===== config.mk =====
export PLATFORM = sky130hd
export DESIGN_NAME = axi4lite_cmd_sequencer
export DESIGN_NICKNAME = d
export VERILOG_FILES = /design/src/rtl/axi4lite_cmd_sequencer.sv
export SDC_FILE = /design/constraint.sdc
export NUM_CORES = 1
export LEC_CHECK = 0
export CAP_MARGIN = 20
export CORE_ASPECT_RATIO = 1.75
export CORE_UTILIZATION = 42
export CTS_CLUSTER_SIZE = 24
export DETAILED_ROUTE_END_ITERATION = 8
export GPL_TIMING_DRIVEN = 0
export PLACE_DENSITY_LB_ADDON = 0.12
export SYNTH_ARGS = -nofsm -noshare
export SYNTH_HDL_FRONTEND = slang
export SYNTH_SLANG_ARGS = --single-unit

===== constraint.sdc =====
create_clock -name clk -period 6.2 [get_ports clk]
set_clock_uncertainty 0.2 [all_clocks]
set_input_delay 1.86 -clock clk [delete_from_list [all_inputs] [get_ports clk]]
set_output_delay 1.86 -clock clk [all_outputs]
set_load 0.01 [all_outputs]

===== src/rtl/axi4lite_cmd_sequencer.sv =====
// Command FIFO + issue FSM in front of the 2-bit/8-bit AXI4-Lite master; one transaction in flight.
// Optional WAIT-state timeout is compiled in when SEQ_TIMEOUT_EN is defined.
module axi4lite_cmd_sequencer #(
    parameter int ADDR_W  = 2,
    parameter int DATA_W  = 8,
    parameter int DEPTH   = 4,
    parameter int TIMEOUT = 15
) (
    input  logic                    clk,
    input  logic                    rst_n,
    input  logic                    cmd_valid,
    output logic                    cmd_ready,
    input  logic                    cmd_we,
    input  logic [ADDR_W-1:0]       cmd_addr,
    input  logic [DATA_W-1:0]       cmd_wdata,
    output logic                    rsp_valid,
    input  logic                    rsp_ready,
    output logic                    rsp_we,
    output logic [DATA_W-1:0]       rsp_rdata,
    output logic                    rsp_err,
    output logic                    mst_start_write,
    output logic [ADDR_W-1:0]       mst_write_addr,
    output logic [DATA_W-1:0]       mst_wdata,
    output logic                    mst_start_read,
    output logic [ADDR_W-1:0]       mst_read_addr,
    input  logic [DATA_W-1:0]       mst_read_data,
    input  logic                    mst_done,
    output logic                    busy,
    output logic [$clog2(DEPTH):0]  fifo_level
);
    localparam int PTR_W = $clog2(DEPTH);
    localparam int LVL_W = PTR_W + 1;
    localparam int ENT_W = 1 + ADDR_W + DATA_W;

    typedef enum logic [1:0] {IDLE, ISSUE, WAIT, RESP} state_t;
    state_t state, state_next;

    logic [ENT_W-1:0]  mem [DEPTH];
    logic [PTR_W-1:0]  wr_ptr, rd_ptr;
    logic              push, pop, complete;
    logic              cur_we;
    logic [ADDR_W-1:0] cur_addr;
    logic [DATA_W-1:0] cur_wdata;

`ifdef SEQ_TIMEOUT_EN
    localparam int TO_W = $clog2(TIMEOUT + 1);
    logic [TO_W-1:0]   to_cnt;
    logic              timed_out;
`else
    logic              unused_timeout;
    assign unused_timeout = (TIMEOUT > 0);
`endif

    // cmd_ready depends only on the registered level, never on rsp_ready
    assign cmd_ready = (fifo_level != LVL_W'(DEPTH));
    assign push      = cmd_valid & cmd_ready;

    always_ff @(posedge clk or negedge rst_n) begin
        if (!rst_n) begin
            wr_ptr     <= '0;
            rd_ptr     <= '0;
            fifo_level <= '0;
        end else begin
            if (push) wr_ptr <= wr_ptr + PTR_W'(1);
            if (pop)  rd_ptr <= rd_ptr + PTR_W'(1);
            case ({push, pop})
                2'b10:   fifo_level <= fifo_level + LVL_W'(1);
                2'b01:   fifo_level <= fifo_level - LVL_W'(1);
                default: fifo_level <= fifo_level;
            endcase
        end
    end

    always_ff @(posedge clk) begin
        if (push) mem[wr_ptr] <= {cmd_we, cmd_addr, cmd_wdata};
    end

    always_ff @(posedge clk or negedge rst_n) begin
        if (!rst_n) begin
            cur_we    <= 1'b0;
            cur_addr  <= '0;
            cur_wdata <= '0;
        end else if (pop) begin
            {cur_we, cur_addr, cur_wdata} <= mem[rd_ptr];
        end
    end

    always_ff @(posedge clk or negedge rst_n) begin
        if (!rst_n) state <= IDLE;
        else        state <= state_next;
    end

    always_comb begin
        state_next = state;
        pop        = 1'b0;
        complete   = 1'b0;
`ifdef SEQ_TIMEOUT_EN
        timed_out  = 1'b0;
`endif
        case (state)
            IDLE: begin
                if (fifo_level != '0) begin
                    pop        = 1'b1;
                    state_next = ISSUE;
                end
            end
            ISSUE: begin
                // a done arriving together with the start pulse still completes the command
                if (mst_done) begin
                    complete   = 1'b1;
                    state_next = RESP;
                end else begin
                    state_next = WAIT;
                end
            end
            WAIT: begin
                if (mst_done) begin
                    complete   = 1'b1;
                    state_next = RESP;
                end
`ifdef SEQ_TIMEOUT_EN
                else if (to_cnt == TO_W'(TIMEOUT - 1)) begin
                    timed_out  = 1'b1;
                    state_next = RESP;
                end
`endif
            end
            RESP: begin
                if (rsp_ready) state_next = IDLE;
            end
            default: state_next = IDLE;
        endcase
    end

`ifdef SEQ_TIMEOUT_EN
    always_ff @(posedge clk or negedge rst_n) begin
        if (!rst_n)                          to_cnt <= '0;
        else if (state == ISSUE)             to_cnt <= '0;
        else if (state == WAIT && !mst_done) to_cnt <= to_cnt + TO_W'(1);
    end

    always_ff @(posedge clk or negedge rst_n) begin
        if (!rst_n)         rsp_err <= 1'b0;
        else if (complete)  rsp_err <= 1'b0;
        else if (timed_out) rsp_err <= 1'b1;
    end
`else
    assign rsp_err = 1'b0;
`endif

    always_ff @(posedge clk or negedge rst_n) begin
        if (!rst_n) begin
            rsp_we    <= 1'b0;
            rsp_rdata <= '0;
        end else if (complete) begin
            rsp_we    <= cur_we;
            rsp_rdata <= cur_we ? '0 : mst_read_data;
        end
`ifdef SEQ_TIMEOUT_EN
        else if (timed_out) begin
            rsp_we    <= cur_we;
            rsp_rdata <= '0;
        end
`endif
    end

    assign rsp_valid       = (state == RESP);
    assign mst_start_write = (state == ISSUE) &  cur_we;
    assign mst_start_read  = (state == ISSUE) & ~cur_we;
    assign mst_write_addr  = cur_addr;
    assign mst_read_addr   = cur_addr;
    assign mst_wdata       = cur_wdata;
    assign busy            = (state != IDLE) | (fifo_level != '0);
endmodule


==> results.json, run 1 <==
{
  "gr-usage-met2_pct": 28.1,
  "use_met1_pct": 19.1,
  "dieArea_um2": 7530,
  "hold_violations": 0,
  "crit_buf_inv": 2,
  "h-tree-depth": 3,
  "cts_resized": 0,
  "place.gp.congestion": 0.687,
  "synth_seq_cells": 73,
  "hold_class": "register to register",
  "crit_family": "buffers and inverters",
  "die_y_um": 114,
  "routedWlPerCell_um": 15.6,
  "crit_fanout": 4,
  "drcViolationCount": 0,
  "antenna_found_initial": 0,
  "hpwlAfterDp_mm": 3.70,
  "via_count": 1719,
  "grt-ovfl-total": 0,
  "hold_ws_ns": 0.271,
  "relSlewSlack_pct": 53.5,
  "ff2ff_path_depth": 11,
  "cts_tree": "done",
  "p_leak_nw": 1.57,
  "cp.arrival_ns": 2.02,
  "netlist_area_um2": 3010,
  "crit_required_ns": 4.14,
  "drive_gt1_share_pct": 14.8,
  "critPathLaunchType": "register",
  "core-area_um2": 6910,
  "row_count": 40,
  "met3_usage_pct": 6.30,
  "grt_max_degree": 30,
  "setup_violations": 0,
  "crit_type": "register to output pin",
  "die_w_um": 66.0,
  "post_cts_buffers": 0,
  "start_util_pct": 43.6,
  "n_antenna_cell": 0,
  "numCtsBuffers": 9,
  "antenna_left": 0,
  "ys_warn_count": 0,
  "firstDrtPassIters": 4,
  "rsz0062_at_grt": "false",
  "root_buffer": "clkbuf_16",
  "grt_busiest_layer": "met2",
  "via_per_inst": 4.86,
  "worstHoldStart": "mst_wdata[7]",
  "status": "complete, no violations",
  "slowest_delay_ns": 0.49,
  "final_core_util_pct": 56.4,
  "ys_types": 30,
  "fillCellCount": 572,
  "grt_pass1_vias": 1743,
  "io_pins": 54,
  "ctsHoldBuffers": 0,
  "layout.nets": 300,
  "fin_crit_ns": 4.08,
  "seq_area_um2": 2050,
  "grt_pass1_wl_mm": 8.83,
  "cts_sinks": 73,
  "synthCells": 202,
  "reg2reg_to": "fifo_level[2]",
  "critPathSlowestCell": "clkdlybuf4s50_1",
  "power.total_w": 0.00195,
  "fmax_mhz": 245,
  "grtUsageTotal_pct": 17.2,
  "worst-path-stages": 4,
  "drt-total-wl_mm": 5.51,
  "drv_slew": 0,
  "area_growth_pct": 29.4,
  "worst_hold_path.num_cells": 2,
  "vdd_ir_drop_max_uv": 256,
  "critical_path.endpoint_type": "output pin",
  "power_density_nw_per_um2": 501,
  "layout_worst_path_cycle_share_pct": 65.7,
  "port_buffers": 52,
  "r2r-start": "state[0]",
  "seq_area_frac_synth_pct": 67.9,
  "syn_nets": 237,
  "multiInputGateArea_um2": 876,
  "path_clk_slew_ns": 0.06,
  "path_cells": "inv_1, ha_1, or4b_4, clkdlybuf4s50_1",
  "finalSetupTns_ns": 0,
  "drtIter0Drc": 48,
  "maxCapViolCount": 0,
  "clockBufferDepth": 2,
  "clock_latency_ns": 0.33,
  "syn_avg_cell_area_um2": 14.9,
  "reg2reg_slack_ns": 3.60,
  "worst_pin_slew_ns": 0.698,
  "min_to": "mst_wdata[7]"
}
-- tightest hold or removal path, delay by kind of cell (launching register included) --
kind	cells	cell delay, ns
and+or+nand+nor	2	0.10
DFF	1	0.34
-- stage by stage --
step / worst slack (ns) / cell area (µm²) / instances
4_1_cts: 2.10 / 3900 / 354
6_report: 2.12 / 3900 / 354
2_1_floorplan: 2.92 / 3010 / 202
3_5_place_dp: 2.32 / 3630 / 338
5_1_grt: 2.04 / 3900 / 354
3_3_place_gp: 2.33 / 3640 / 338
-- cell usage after synthesis --
cell	n	area, µm²
o2bb2ai_1	1	8.76
edfxtp_1	44	1320
conb_1	1	3.75
dfrtp_1	29	726
buf_2	3	15.0
mux2_4	1	15.0
or3b_4	1	11.3
o2111ai_1	1	8.76
o211ai_2	1	12.5
and2_1	1	6.26
inv_2	1	3.75
a21oi_1	1	5.00
mux2_2	2	22.5
mux4_2	11	248
xor2_1	2	17.5
or4b_4	1	13.8
nand2b_1	9	56.3
nand2_1	44	165
ha_1	10	125
nor2_1	1	3.75
fa_1	1	20.0
inv_1	9	33.8
o21ai_0	10	50.1
buf_4	4	30.0
o31ai_1	1	7.51
and2_4	1	8.76
and3_1	4	25.0
xnor2_1	4	35.0
nor2b_1	1	6.26
clkbuf_1	2	7.51
-- how the worst max path moves through the flow --
stage          startpoint            end  slack (ns)
2_1_floorplan   cmd_valid  fifo_level[2]        2.92
3_3_place_gp    cmd_valid  fifo_level[2]        2.33
3_5_place_dp    cmd_valid  fifo_level[2]        2.32
4_1_cts          state[0]           busy        2.10
5_1_grt          state[0]           busy        2.04
6_report         state[0]           busy        2.12
-- report_power, final --
part | switching, W | internal (W)
logic | 0.000354 | 0.000384
clock network | 0.000181 | 0.000278
registers | 0.0000800 | 0.000677
total | 0.000615 | 0.00134
-- per-layer routing --
metal | wire (µm) | up-vias
met5 | 0 | -
met3 | 282 | 9
li1 | - | 830
met4 | 130 | 0
met1 | 2220 | 828
met2 | 2880 | 52
-- layout by cell type, fill, tap and decap left out, types with 2 or more instances in the layout --
| cell type | synthesis | routed |
|---|---|---|
| edfxtp_1 | 44 | 44 |
| mux4_2 | 11 | 11 |
| mux2_2 | 2 | 2 |
| nand2b_1 | 9 | 9 |
| buf_4 | 4 | 4 |
| dfrtp_1 | 29 | 29 |
| nand2_1 | 44 | 44 |
| and3_1 | 4 | 4 |
| clkbuf_16 | 0 | 9 |
| o21ai_0 | 10 | 10 |
| clkdlybuf4s50_1 | 0 | 51 |
| buf_2 | 3 | 4 |
| inv_1 | 9 | 9 |
| xor2_1 | 2 | 2 |
| clkinv_2 | 0 | 3 |
| clkbuf_1 | 2 | 4 |
| ha_1 | 10 | 10 |
| xnor2_1 | 4 | 4 |
-- state kept, by name (all words and copies together), names as in the netlist --
name,cells
state,2
mst_wdata,8
rsp_rdata,8
mem,44
wr_ptr,2
mst_read_addr,2
rd_ptr,2
fifo_level,3
cur_we,1
rsp_we,1
-- logic make-up (layout without fill, tap and decap cells) --
family                     Yosys count  after routing  share of synthesized area [%]
xor gates and xnor gates             6              6                           1.74
buffers and inverters               19             87                           2.99
DFF                                 73             73                           67.9
adders and majority gates           11             11                           4.82
and+or+nand+nor                     63             63                           9.84
muxes                               14             14                           9.47
other                                1              1                          0.124
AOI/OAI and AO/OA                   15             15                           3.07
-- final cells by class --
| type | instances | area share, % |
|---|---|---|
| plain buffers | 9 | 1.35 |
| clock buffers | 12 | 6.32 |
| clock inverters | 4 | 0.481 |
| inverters | 10 | 0.963 |
| multi-input cells | 110 | 22.5 |
| flip-flops and latches | 73 | 52.5 |
| well taps | 84 | 2.70 |
| repair buffers | 52 | 13.2 |
(Power assumes the default switching activity.)
==> run 2: changes to the inputs <==
==> constraint.sdc (replaced) <==
create_clock -name clk -period 4.1 [get_ports clk]
set_clock_uncertainty 0.2 [all_clocks]
set_input_delay 1.23 -clock clk [delete_from_list [all_inputs] [get_ports clk]]
set_output_delay 1.23 -clock clk [all_outputs]
set_load 0.01 [all_outputs]
==> results of run 2 <==
Same layout as run 1 (identical final DEF). Status: complete, no violations.
Among the figures that moved: setup slack after placement 2.32 ns -> 0.852 ns; setup slack after layout 2.12 ns -> 0.655 ns; register-to-register setup slack 3.60 ns -> 1.50 ns; total power 0.00195 W -> 0.00295 W; worst IR drop on VDD 256 µV -> 388 µV
==> run 3: changes to the inputs <==
==> constraint.sdc (replaced) <==
create_clock -name clk -period 3.39 [get_ports clk]
set_clock_uncertainty 0.2 [all_clocks]
set_input_delay 1.017 -clock clk [delete_from_list [all_inputs] [get_ports clk]]
set_output_delay 1.017 -clock clk [all_outputs]
set_load 0.01 [all_outputs]
==> results of run 3 <==
Same layout as run 1 (identical final DEF). Status: complete, no violations.
Among the figures that moved: setup slack after placement 2.32 ns -> 0.355 ns; setup slack after layout 2.12 ns -> 0.158 ns; register-to-register setup slack 3.60 ns -> 0.79 ns; total power 0.00195 W -> 0.00357 W; worst IR drop on VDD 256 µV -> 469 µV
